==> src/rtl/line_buffer_feeder.sv <==
// Raster-to-column feeder for a 3x3 window: two line buffers turn a pixel stream
// into vertical 3-pixel columns with masking of rows not yet filled this frame.
module line_buffer_feeder #(
   parameter int WID   = 16,
   parameter int MAX_W = 32,
   parameter int CW    = 6
) (
   input  logic           clk,
   input  logic           rst,
   input  logic           start,
   input  logic [CW-1:0]  row_len,
   input  logic [CW-1:0]  num_rows,
   input  logic           in_valid,
   input  logic [WID-1:0] in_data,
   output logic           in_ready,
   output logic [WID-1:0] col_top,
   output logic [WID-1:0] col_mid,
   output logic [WID-1:0] col_bot,
   output logic           shifting,
   output logic           win_valid,
   output logic           busy,
   output logic           done
);

   localparam int AW = (MAX_W > 1) ? $clog2(MAX_W) : 1;

   localparam logic [1:0] S_IDLE = 2'd0;
   localparam logic [1:0] S_RUN  = 2'd1;
   localparam logic [1:0] S_DONE = 2'd2;

   logic [1:0]    state_q, state_d;
   logic [CW-1:0] col_q, col_d;
   logic [CW-1:0] row_q, row_d;
   logic [CW-1:0] len_q, len_d;
   logic [CW-1:0] rows_q, rows_d;

   logic [WID-1:0] top_q, mid_q, bot_q;
   logic           shift_q, win_q;

   logic [WID-1:0] lb1 [MAX_W];
   logic [WID-1:0] lb2 [MAX_W];

   logic          accept;
   logic          last_col;
   logic [AW-1:0] addr;

   assign accept   = in_valid && (state_q == S_RUN);
   assign last_col = (col_q == len_q - CW'(1));
   assign addr     = col_q[AW-1:0];

   always_comb begin
      // NOTE: every next-state variable gets a default first so no path infers a latch.
      state_d = state_q;
      col_d   = col_q;
      row_d   = row_q;
      len_d   = len_q;
      rows_d  = rows_q;
      case (state_q)
         S_IDLE: begin
            if (start) begin
               state_d = S_RUN;
               len_d   = row_len;
               rows_d  = num_rows;
               col_d   = '0;
               row_d   = '0;
            end
         end
         S_RUN: begin
            if (accept) begin
               if (last_col) begin
                  col_d = '0;
                  row_d = row_q + CW'(1);
                  if (row_q == rows_q - CW'(1)) state_d = S_DONE;
               end else begin
                  col_d = col_q + CW'(1);
               end
            end
         end
         S_DONE:  state_d = S_IDLE;
         default: state_d = S_IDLE;
      endcase
   end

   // NOTE: sequential state uses non-blocking assignments so all registers update together.
   always_ff @(posedge clk) begin
      if (rst) begin
         state_q <= S_IDLE;
         col_q   <= '0;
         row_q   <= '0;
         len_q   <= '0;
         rows_q  <= '0;
      end else begin
         state_q <= state_d;
         col_q   <= col_d;
         row_q   <= row_d;
         len_q   <= len_d;
         rows_q  <= rows_d;
      end
   end

   // Column registers hold between accepted pixels; rows not yet written this frame read as 0.
   always_ff @(posedge clk) begin
      if (rst) begin
         top_q   <= '0;
         mid_q   <= '0;
         bot_q   <= '0;
         shift_q <= 1'b0;
         win_q   <= 1'b0;
      end else if (accept) begin
         bot_q   <= in_data;
         mid_q   <= (row_q != '0)       ? lb1[addr] : '0;
         top_q   <= (row_q >= CW'(2))   ? lb2[addr] : '0;
         shift_q <= 1'b1;
         win_q   <= (row_q >= CW'(2)) && (col_q >= CW'(2));
      end else begin
         shift_q <= 1'b0;
         win_q   <= 1'b0;
      end
   end

   // NOTE: line buffers are deliberately not reset; the output masking hides stale contents.
   always_ff @(posedge clk) begin
      if (accept) begin
         lb2[addr] <= lb1[addr];
         lb1[addr] <= in_data;
      end
   end

   assign in_ready  = (state_q == S_RUN);
   assign busy      = (state_q == S_RUN);
   assign done      = (state_q == S_DONE);
   assign col_top   = top_q;
   assign col_mid   = mid_q;
   assign col_bot   = bot_q;
   assign shifting  = shift_q;
   assign win_valid = win_q;

endmodule

==> config.mk <==
export PLATFORM = sky130hd
export DESIGN_NAME = line_buffer_feeder
export DESIGN_NICKNAME = d
export VERILOG_FILES = /design/src/rtl/line_buffer_feeder.sv
export SDC_FILE = /design/constraint.sdc
export NUM_CORES = 1
export LEC_CHECK = 0
export ABC_CLOCK_PERIOD_IN_PS = 3910
export CAP_MARGIN = 0
export CELL_PAD_IN_SITES_DETAIL_PLACEMENT = 1
export CELL_PAD_IN_SITES_GLOBAL_PLACEMENT = 2
export CORE_ASPECT_RATIO = 0.8
export CORE_MARGIN = 2
export CORE_UTILIZATION = 30
export CTS_CLUSTER_DIAMETER = 200
export DETAILED_ROUTE_END_ITERATION = 12
export GPL_ROUTABILITY_DRIVEN = 0
export HOLD_SLACK_MARGIN = 0.12
export PLACE_DENSITY_LB_ADDON = 0.1
export SLEW_MARGIN = 25
export SYNTH_ARGS = -nofsm -noshare
export SYNTH_HDL_FRONTEND = slang
export SYNTH_SLANG_ARGS = --single-unit
==> constraint.sdc <==
create_clock -name clk -period 3.91 [get_ports clk]
set_clock_uncertainty 0.2 [all_clocks]
set_input_delay 0.5865 -clock clk [delete_from_list [all_inputs] [get_ports clk]]
set_output_delay 0.5865 -clock clk [all_outputs]
set_load 0.05 [all_outputs]
-- Word level (Yosys, flattened, before mapping)
Memory sizes are Yosys's and may differ from the RTL's. A register that Yosys moved wholly into a read port is not among the register bits.
Cells that the tools add are included.
- memories kept: 2
- bits in writable memories: 1024
- flip-flop bits (word level): 76
- word-level logic and storage cells: 57
- bits of input ports: 32
- eq/ne operators: 8
- add/sub/neg operators: 4
- bitwise gates (word level): 1
- mux-type cells: 20
- magnitude comparators: 2
- reductions and logical operators: 10
- memories (memory ; depth ; bits a word ; rd ports ; clocked after memory_dff ; wr ports ; line ; source):
    lb1 ; 32 ; 16 ; 1 ; 1 ; 1 ; 40 ; logic [WID-1:0] lb1 [MAX_W];
    lb2 ; 32 ; 16 ; 1 ; 1 ; 1 ; 41 ; logic [WID-1:0] lb2 [MAX_W];
- operator list (kind ; number):
    two-way mux 16 bit ; 2
    two-way mux 6 bit ; 5
    case mux 6 bit (2 select lines) ; 2
    two-way mux 5 bit ; 4
    adder 6 x 1 -> 6 bit, second input constant ; 2
    equality test 6 bit ; 2
    greater-or-equal comparator 6 x 2 -> 1 bit, second input constant ; 2
    subtractor 6 x 1 -> 6 bit, second input constant ; 2
    two-way mux 2 bit ; 4
    AND reduction 4 bit ; 2
    inequality test 2 x 1 -> 1 bit, second input constant ; 3
    nonzero test 6 bit ; 1
    case mux 2 bit (2 select lines) ; 1
    AND reduction 3 bit ; 1
    equality test 2 x 1 -> 1 bit, second input constant ; 1
    equality test 2 bit, second input constant ; 1
    logical AND 1 bit ; 2
    logical NOT 2 bit ; 1
    two-way mux 1 bit ; 2
    inequality test 2 bit, second input constant ; 1
    AND reduction 2 bit ; 1
    nonzero test 2 bit ; 1
    OR reduction 2 bit ; 1
    inverter 1 bit ; 1

-- Logic depth before layout (Yosys ltp)
Gate-level depths: netlist (run 1).
- depth in word-level cells: 7
- mapped depth: 9
- depth with buffers taken out: 8

-- Worst setup path before layout (run 1)
Ideal clock, no wire load.
- path kind: input -> register
- start point: input port in_valid
- end point: memory lb1[14][0] (enable)
- stages: 5
- required time: 3289 ps
- data arrival time: 2797 ps
- library setup time: 421 ps
- path slack: 491 ps
- path through: and3b_1 -> clkbuf_1 -> clkbuf_1 -> nand2_1 -> nor2_1
- longest elaborated chain between the ends: 3
- RTL lines (what ; line ; source):
    from (decl) ; 13 ; input logic in_valid,
    logical AND 1 bit ; 47 ; assign accept = in_valid && (state_q == S_RUN);
    two-way mux 1 bit ; 123 ; if (accept) begin
    two-way mux 1 bit (implied by the code) ; 125 ; lb1[addr] <= in_data;
    to (decl) ; 40 ;
No other way between the ends.

==> flow_metrics.env, run 1 <==
export IMPL_seq_area_frac_synth_pct=76.0
export IMPL_setup_viol=0
export IMPL_critPathKind="register to register"
export IMPL_avgSynthCellArea_um2=20.7
export IMPL_core_um2=141000
export IMPL_grt_overflow_total=0
export IMPL_hold_path_class="input port to register"
export IMPL_worstSkewPairLatency_ns=0.74
export IMPL_yosys_most_used_dff="edfxtp_1"
export IMPL_max_slew_margin_pct=38.6
export IMPL_drt_iter0_drc=1577
export IMPL_fin_nets=2322
export IMPL_die_area_um2=145000
export IMPL_drtAntennaViolNets=0
export IMPL_drive_gt1_share_pct=28.8
export IMPL_cap_viol_max_count=0
export IMPL_avgViaCountPerCell=5.02
export IMPL_grt_max_degree=61
export IMPL_syn_area_um2=42600
export IMPL_portBuffers=84
export IMPL_p_per_area_nw_per_um2=506
export IMPL_clock_sinks=1105
export IMPL_min_from="in_data[13]"
export IMPL_rsz0062_at_grt="false"
export IMPL_dr_pass1_iters=5
export IMPL_critPathRequiredTime_ns=4.34
export IMPL_critical_path_max_fanout=36
export IMPL_synth_nets=2095
export IMPL_syn_to_final_growth_pct=19.3
export IMPL_grt_use_total_pct=18.5
export IMPL_vias=21400
export IMPL_outcome="finished clean"
export IMPL_post_place_cells=4036
export IMPL_end_kind="register"
export IMPL_finalCritPeriodShare_pct=82.1
export IMPL_cts_max_level=3
export IMPL_hold_depth=3
export IMPL_initial_core_util_pct=30.3
export IMPL_rows=123
export IMPL_design_area_um2=50800
export IMPL_hold_violations=0
export IMPL_fmax_ghz=0.311
export IMPL_drc=0
export IMPL_synth_cell_types=49
export IMPL_postSynthCellCount=2054
export IMPL_worst_slew_pin_slew_ns=0.919
export IMPL_dp_hpwl_um=76900
export IMPL_start_kind="register"
export IMPL_leakagePower_nw=15.3
export IMPL_drt_wl_total_um=133000
export IMPL_ys_warn_count=0
export IMPL_die_w_um=425
export IMPL_synth_edf_count=1024
export IMPL_fin_crit_ns=3.21
export IMPL_pin_count=85
export IMPL_r2r_cells=7
export IMPL_finalNonFillerCells=4256
export IMPL_clk_pin_slew_ns=0.06
export IMPL_setup_total_negative_slack_ns=0
export IMPL_numCtsBuffers=117
export IMPL_arrival_ns=3.64
export IMPL_first_global_vias=22700
export IMPL_placed_area_um2=46900
export IMPL_routedWlPerCell_um=31.3
export IMPL_synth_seq_cells=1105
export IMPL_slew_violations=0
export IMPL_tritoncts="built"
export IMPL_antenna_found_initial=2
export IMPL_cts_root_buffer="clkbuf_16"
export IMPL_synthArstFlopShare_pct=0
export IMPL_grt_pass1_wl_um=186000
export IMPL_die_y_um=341
export IMPL_ir_worst_vdd_uv=348
export IMPL_cts_buffer_depth=3
==> cells by family after synthesis <==
logic type	synth area share (%)
buffers and inverters	1.57
XOR/XNOR	0.329
multiplexers	16.0
adder cells (fa/ha/maj)	0.265
AO/OA/AOI/OAI	3.07
flip-flops	76.0
AND/OR/NAND/NOR	2.74
==> sequential cells by signal (all words and copies together), names as in the netlist, named ones only <==
| signal | cells |
|---|---|
| len_q | 6 |
| col_q | 6 |
| shifting | 1 |
| lb2 | 512 |
| win_valid | 1 |
| rows_q | 6 |
| lb1 | 512 |
| row_q | 6 |
| state_q | 2 |
| col_mid | 16 |
| col_bot | 16 |
| col_top | 16 |
==> cell usage in the layout (no fill, tap or decap), drive strengths merged, types with 19 or more instances in the layout <==
master / instances
mux2i: 66
clkbuf: 141
a21oi: 56
o21ai: 19
nand2: 132
buf: 142
nor2: 65
mux4: 256
a22o: 32
mux2: 32
a211oi: 42
clkdlybuf4s50: 81
nand3: 19
edfxtp: 1024
dfxtp: 81
clkinv: 47
==> final timing paths <==
kind	end	slack (ns)
worst max-delay path	col_mid[2]	0.70
worst min-delay path	col_bot[13]	0.18
worst max register to register	col_mid[2]	0.70
worst min register to register	col_bot[14]	0.26
==> cell usage after synthesis (3+ instances only) <==
master	instances	area share [%]
dfxtp_1	81	3.8
inv_1	8	0.071
nor2b_1	5	0.073
and2_1	4	0.059
nand4_1	3	0.044
o21ai_0	13	0.15
a21oi_1	56	0.66
o21ai_1	6	0.071
nand3_1	19	0.22
xnor2_1	9	0.19
edfxtp_1	1024	72
a221oi_1	4	0.082
buf_6	11	0.29
buf_2	52	0.61
a22oi_1	16	0.28
nor4_1	4	0.059
a211oi_1	25	0.44
nand2_1	131	1.2
ha_1	9	0.26
nor3_1	14	0.16
a211oi_2	17	0.50
a22o_1	32	0.66
nor2_1	65	0.57
nand3b_1	4	0.071
xor2_1	7	0.14
mux2i_1	66	1.6
mux2_2	32	0.85
clkbuf_1	34	0.30
mux4_1	5	0.31
mux4_2	251	13
or3_1	3	0.044
buf_1	4	0.035
and3_1	3	0.044
buf_4	15	0.26
==> per-layer routing <==
layer	vias to the layer above	share of wire (%)	global-route usage, %
li1	8935	-	-
met1	11800	47	26.6
met2	472	46	29.0
met3	163	4.4	3.27
met4	0	2.6	4.72
met5	-	0	0
==> metrics by stage <==
stage	util, %	setup WS (ns)	total power, mW	hold WS (ns)
global placement	33.3	0.576	14.5	0.249
CTS	36.1	0.594	26.1	0.141
finish	36.1	0.698	25.7	0.183
floorplan	-	0.491	14.0	0.248
global route	36.1	0.504	26.5	0.169
detailed placement	33.3	0.603	14.6	0.259
==> final cells by class <==
| type | count | area [um2] |
|---|---|---|
| Antenna cell | 2 | 5.00 |
| Multi-Input combinational cell | 825 | 9880 |
| Inverter | 8 | 30.0 |
| Clock buffer | 141 | 3030 |
| Tap cell | 1875 | 2350 |
| Timing Repair Buffer | 224 | 2230 |
| Clock inverter | 76 | 885 |
| Fill cell | 13700 | 89900 |
| Sequential cell | 1105 | 32400 |
==> where the power goes <==
part	total [mW]	leakage, nW	switching, mW	internal, mW
clock	11.4	1.91	4.80	6.65
sequential	13.1	9.87	0.0345	13.0
combinational	1.21	3.57	0.755	0.456
==> worst max-delay path, cell delays in order, from the launching register on <==
cell	delay (ns)
dfxtp_4	0.82
buf_12	0.29
mux4_2	0.31
mux2_2	0.27
o21ai_0	0.37
a21oi_2	0.19
buf_4	0.29
a22o_1	0.25
==> timing repair <==
| item | 4_1_cts | 5_1_grt |
|---|---|---|
| buffers inserted | 0 | 0 |
| endpoints found under the setup margin | 0 | 0 |
| gates resized for setup | 0 | 0 |
| hold buffers | 1 | 0 |
| endpoints found under the hold margin | 8 | 0 |
Power figures use the tool's default switching activity.
==> inputs of run 2 (changes only) <==
ABC_CLOCK_PERIOD_IN_PS = 2900   (was 3910)
clock period = 2.9 ns   (was 3.91 ns; I/O delays follow)
==> run 2 against run 1 <==
Effect of this change:
- register-to-register slack worse by 0.57 ns
- critical endpoint is now col_mid[1]
- largest power group unchanged
- combinational power up 47%
- hold slack better by 0.0073 ns
- core utilization up 1.1 points
- non-clock buffer count up 54
- largest cell class unchanged
==> flow_metrics.env, run 2 (same netlist as run 1, synthesis figures left out) <==
export IMPL_drt_iter0_drc=1916
export IMPL_cpLargestDelayFamily="buffers and inverters"
export IMPL_mostFrequentLayoutCells="edfxtp_1 (1,024), mux4_2 (251), nand2_1 (131)"
export IMPL_clkPwrFrac_pct=44.1
export IMPL_reg2reg_setup_slack_ns=0.13
export IMPL_arrival_ns=2.18
export IMPL_cts_buffer_depth=3
export IMPL_antenna_found_initial=0
export IMPL_fin_util_pct=37.2
export IMPL_avgViaCountPerCell=5.03
export IMPL_drive_gt1_share_pct=29.1
export IMPL_fill_cells=13600
export IMPL_grt_use_total_pct=18.9
export IMPL_core_um2=141000
export IMPL_die_area_um2=145000
export IMPL_slew_violations=0
export IMPL_grt_max_degree=58
export IMPL_vias=21700
export IMPL_clk_pin_slew_ns=0.06
export IMPL_r2r_end="lb2[1][6]"
export IMPL_r2r_cells=7
export IMPL_power_internal_mw=27.3
export IMPL_max_slew_margin_pct=52.5
export IMPL_worst_slew_pin_slew_ns=0.711
export IMPL_rsz0062_at_grt="false"
export IMPL_cp_endpoint="col_mid[1]"
export IMPL_power_frac_seq_pct=50.8
export IMPL_hold_violations=0
export IMPL_p_sw_share_pct=21.4
export IMPL_path_cells="clkdlybuf4s50_1"
export IMPL_numCtsBuffers=118
export IMPL_drc=0
export IMPL_dr_pass1_iters=5
export IMPL_switchingPower_mw=7.40
export IMPL_clock_sinks=1105
export IMPL_hold_path_class="input port to register"
export IMPL_syn_to_final_growth_pct=22.8
export IMPL_drtAntennaViolNets=0
export IMPL_pin_count=85
export IMPL_portBuffers=84
export IMPL_die_w_um=425
export IMPL_placed_area_um2=48300
export IMPL_layout_commonest_cell="edfxtp_1"
export IMPL_grt_pass1_wl_um=191000
export IMPL_leakagePower_nw=15.9
export IMPL_max_stage_delay_ns=0.89
export IMPL_critical_path_max_fanout=3
export IMPL_cap_viol_max_count=0
export IMPL_dp_hpwl_um=79500
export IMPL_setup_viol=0
export IMPL_cts_max_level=3
export IMPL_worstSkewPairLatency_ns=0.75
export IMPL_die_y_um=341
export IMPL_critPathRequiredTime_ns=2.27
export IMPL_outcome="finished clean"
export IMPL_path_buf_inv=1
export IMPL_slowest_stage="clkdlybuf4s50_1"
export IMPL_p_per_area_nw_per_um2=663
export IMPL_fmax_ghz=0.355
export IMPL_finalCritPeriodShare_pct=97.0
export IMPL_fin_crit_ns=2.81
export IMPL_routedWlPerCell_um=31.5
export IMPL_power_total_mw=34.7
export IMPL_rows=123
export IMPL_cts_root_buffer="clkbuf_16"
export IMPL_end_kind="output pin"
export IMPL_fin_nets=2377
export IMPL_grt_overflow_total=0
export IMPL_design_area_um2=52300
export IMPL_reg_largest_list="lb1: 512 flops, lb2: 512 flops"
export IMPL_first_global_vias=23500
export IMPL_ir_worst_vdd_uv=490
export IMPL_cp_depth=1
export IMPL_drt_wl_total_um=136000
export IMPL_critPathKind="register to output pin"
export IMPL_start_kind="register"
export IMPL_pwr_share_comb_pct=5.1
export IMPL_tritoncts="built"
export IMPL_cp_startpoint="col_mid[1]"
export IMPL_initial_core_util_pct=30.3
export IMPL_setup_total_negative_slack_ns=0
==> run 2: changes by cell type in the layout (fill, tap and decap cells not counted), moves of 3 or more <==
cell           previous run  this run
o21ai_1                   6         9
clkinv_4                  4         0
clkbuf_8                  1         4
clkinv_2                 24        14
clkinvlp_4                6         2
clkbuf_16               117       123
inv_6                     5         1
dlygate4sd3_1             1        10
clkbuf_1                 23        31
clkinv_1                 17        31
o21ai_0                  13        10
bufinv_16                17        13
buf_4                   111        68
buf_12                   28       115
==> run 2: area by class of cell <==
cell class | instances | area, um2 | area share, %
timing repair buffer | 278 | 3780 | 7.22
clock inverter | 62 | 621 | 1.19
multi-input combinational | 825 | 9860 | 18.9
sequential | 1105 | 32400 | 62.0
inverter | 8 | 30.0 | 0.0574
antenna | 2 | 5.00 | 0.00957
clock buffer | 158 | 3250 | 6.22
tap | 1875 | 2350 | 4.49
==> run 2: worst min path at each step <==
| stage | from | end | slack [ns] | depth (start not counted) |
|---|---|---|---|---|
| 2_1_floorplan | len_q[5] | len_q[5] | 0.25 | 2 |
| 3_3_place_gp | col_bot[6] | col_bot[6] | 0.25 | 2 |
| 5_1_grt | row_len[3] | len_q[3] | 0.18 | 3 |
| 6_report | row_len[4] | len_q[4] | 0.19 | 3 |
| 3_5_place_dp | col_bot[15] | col_bot[15] | 0.25 | 2 |
| 4_1_cts | row_len[3] | len_q[3] | 0.13 | 3 |
==> run 2: worst register-to-register path: cells and delay by family, from the launching register on <==
family                 cells  cell delay (ns)
flip-flops                 1             0.40
buffers and inverters      3             0.66
multiplexers               2             0.85
AO/OA/AOI/OAI              2             0.33
==> run 2: layer usage <==
layer | GRT usage, % | wire, um | share of wire [%] | up-vias
met4 | 4.26 | 2800 | 2.1 | 0
met5 | 0 | 0 | 0 | -
li1 | - | - | - | 9044
met3 | 2.71 | 4510 | 3.3 | 149
met1 | 28.2 | 66000 | 49 | 12100
met2 | 29.2 | 62400 | 46 | 415
==> run 2: what timing repair did <==
item	in CTS	in global routing
setup buffers	0	0
endpoints found under the setup margin	2	8
hold buffers	10	0
pin swaps	0	0
gates resized for setup	2	6
hold endpoints to repair	23	0
==> run 2: through the flow <==
step                setup WS (ns)  cells  hold slack, ns
floorplan                  -0.367   2054           0.248
global placement           0.0332   4081           0.254
detailed placement         0.0245   4081           0.250
CTS                       0.00824   4311           0.125
global route              0.00460   4311           0.177
finish                     0.0862   4313           0.191
==> run 2: power groups by stage <==
stage | registers [mW] | logic (mW) | clock network (mW)
finish | 17.6 | 1.78 | 15.3
global route | 17.6 | 1.92 | 16.3
CTS | 17.6 | 1.82 | 15.7
detailed placement | 17.9 | 1.80 | 0
global placement | 17.9 | 1.77 | 0
floorplan | 18.0 | 0.932 | 0
==> inputs of run 3 (changes only) <==
SKIP_CTS_REPAIR_TIMING = 1   (was unset)
==> run 3 against run 2 <==
Effect of this change:
- maximum frequency is 0.27% higher
- global-route usage about the same
- final area is essentially flat
- via count down 0.15%
- die area stayed put
- core utilization barely moved
- hold slack got worse by 0.031 ns
- non-clock buffer count fell by 3
- combinational power about the same
- register-to-register slack about the same
- final cell count is essentially flat
- largest power group unchanged
- highest routed layer unchanged
==> flow_metrics.env, run 3 (same netlist as run 1, synthesis figures left out) <==
export IMPL_rows=123
export IMPL_p_per_area_nw_per_um2=663
export IMPL_die_y_um=341
export IMPL_outcome="finished clean"
export IMPL_end_kind="output pin"
export IMPL_cap_viol_max_count=0
export IMPL_die_w_um=425
export IMPL_drt_iter0_drc=1900
export IMPL_cts_buffer_depth=3
export IMPL_reg_largest_list="lb1: 512 flops, lb2: 512 flops"
export IMPL_fmax_ghz=0.356
export IMPL_reg2reg_setup_slack_ns=0.14
export IMPL_slew_violations=0
export IMPL_grt_max_degree=58
export IMPL_worstSkewPairLatency_ns=0.74
export IMPL_mostFrequentLayoutCells="edfxtp_1 (1,024), mux4_2 (251), nand2_1 (131)"
export IMPL_drt_wl_total_um=136000
export IMPL_critical_path_max_fanout=2
export IMPL_drc=0
export IMPL_r2r_end="lb2[1][6]"
export IMPL_avgViaCountPerCell=5.03
export IMPL_path_buf_inv=1
export IMPL_core_um2=141000
export IMPL_cts_max_level=3
export IMPL_portBuffers=84
export IMPL_fin_nets=2374
export IMPL_finalCritPeriodShare_pct=96.8
export IMPL_cp_depth=1
export IMPL_ir_worst_vdd_uv=490
export IMPL_finalWorstSetupSlack_ns=0.0938
export IMPL_worst_hold_slack_ns=0.159
export IMPL_dp_slack_ns=0.0245
export IMPL_max_stage_delay_ns=0.89
export IMPL_start_kind="register"
export IMPL_syn_to_final_growth_pct=22.7
export IMPL_multiInputGateArea_um2=9860
export IMPL_arrival_ns=2.17
export IMPL_layout_commonest_cell="edfxtp_1"
export IMPL_clkPwrFrac_pct=44.1
export IMPL_clock_sinks=1105
export IMPL_power_internal_mw=27.3
export IMPL_critPathRequiredTime_ns=2.27
export IMPL_leakagePower_nw=15.9
export IMPL_hold_path_class="input port to register"
export IMPL_critPathKind="register to output pin"
export IMPL_cp_endpoint="col_mid[1]"
export IMPL_slowest_stage="clkdlybuf4s50_1"
export IMPL_max_slew_margin_pct=51.7
export IMPL_path_cells="clkdlybuf4s50_1"
export IMPL_die_area_um2=145000
export IMPL_dr_pass1_iters=5
export IMPL_first_global_vias=23500
export IMPL_cp_startpoint="col_mid[1]"
export IMPL_fin_crit_ns=2.81
export IMPL_dp_hpwl_um=79500
export IMPL_switchingPower_mw=7.40
export IMPL_pwr_share_comb_pct=5.1
export IMPL_pin_count=85
export IMPL_initial_core_util_pct=30.3
export IMPL_p_sw_share_pct=21.4
export IMPL_hold_violations=0
export IMPL_drive_gt1_share_pct=29.1
export IMPL_routedWlPerCell_um=31.5
export IMPL_numCtsBuffers=118
export IMPL_setup_viol=0
export IMPL_antenna_found_initial=0
export IMPL_clk_pin_slew_ns=0.06
export IMPL_cpLargestDelayFamily="buffers and inverters"
export IMPL_worst_slew_pin_slew_ns=0.724
export IMPL_power_frac_seq_pct=50.8
export IMPL_cts_root_buffer="clkbuf_16"
export IMPL_tritoncts="built"
export IMPL_grt_overflow_total=0
export IMPL_fill_cells=13600
export IMPL_r2r_cells=7
export IMPL_drtAntennaViolNets=0
export IMPL_regArea_um2=32400
export IMPL_grt_pass1_wl_um=190000
export IMPL_vias=21700
export IMPL_grt_use_total_pct=18.9
export IMPL_rsz0062_at_grt="false"
[run 3: cell types whose count changed in the layout (fill, tap and decap cells not counted), sizes merged]
cell          previous run  this run
diode                    2         1
dlygate4sd2              2         0
dlygate4sd3             10         7
dlymetal6s2s             1         3
[run 3: cell type report]
cell class | instances | share of cell area (%)
timing repair buffer | 275 | 7.18
clock inverter | 62 | 1.19
antenna | 1 | 0.00479
sequential | 1105 | 62.0
tap | 1875 | 4.49
clock buffer | 158 | 6.22
multi-input combinational | 825 | 18.9
inverter | 8 | 0.0575
[run 3: routing by layer]
layer / part of all wire (%) / vias up / global-route usage [%]
met5: 0 / - / 0
met2: 46 / 436 / 29.2
li1: - / 9040 / -
met3: 3.4 / 151 / 2.71
met4: 2.1 / 0 / 4.26
met1: 48 / 12000 / 28.2
[run 3: power groups by stage]
stage	sequential [mW]	clock (mW)	combinational [mW]
after global routing	17.6	16.3	1.92
final	17.6	15.3	1.77
after global placement	17.9	0	1.77
after floorplan	18.0	0	0.932
after detailed placement	17.9	0	1.80
after CTS	17.6	15.7	1.81
[run 3: worst min path at each step]
stage | end | depth (start not counted) | start | slack, ns
final | len_q[5] | 3 | row_len[5] | 0.16
after global routing | len_q[0] | 3 | row_len[0] | 0.12
after CTS | col_bot[3] | 2 | rst | -0.03
after detailed placement | col_bot[15] | 2 | col_bot[15] | 0.25
after global placement | col_bot[6] | 2 | col_bot[6] | 0.25
after floorplan | len_q[5] | 2 | len_q[5] | 0.25
[run 3: per-stage QoR]
step,cells,cell area (um2),setup TNS (ns),total power [mW],util [%]
2_1_floorplan,2054,42600,-216.17,18.9,-
3_3_place_gp,4081,48300,0,19.7,34.3
3_5_place_dp,4081,48300,0,19.7,34.3
4_1_cts,4301,52200,-0.326,35.1,37.1
5_1_grt,4308,52200,0,35.8,37.1
6_report,4309,52300,0,34.7,37.1
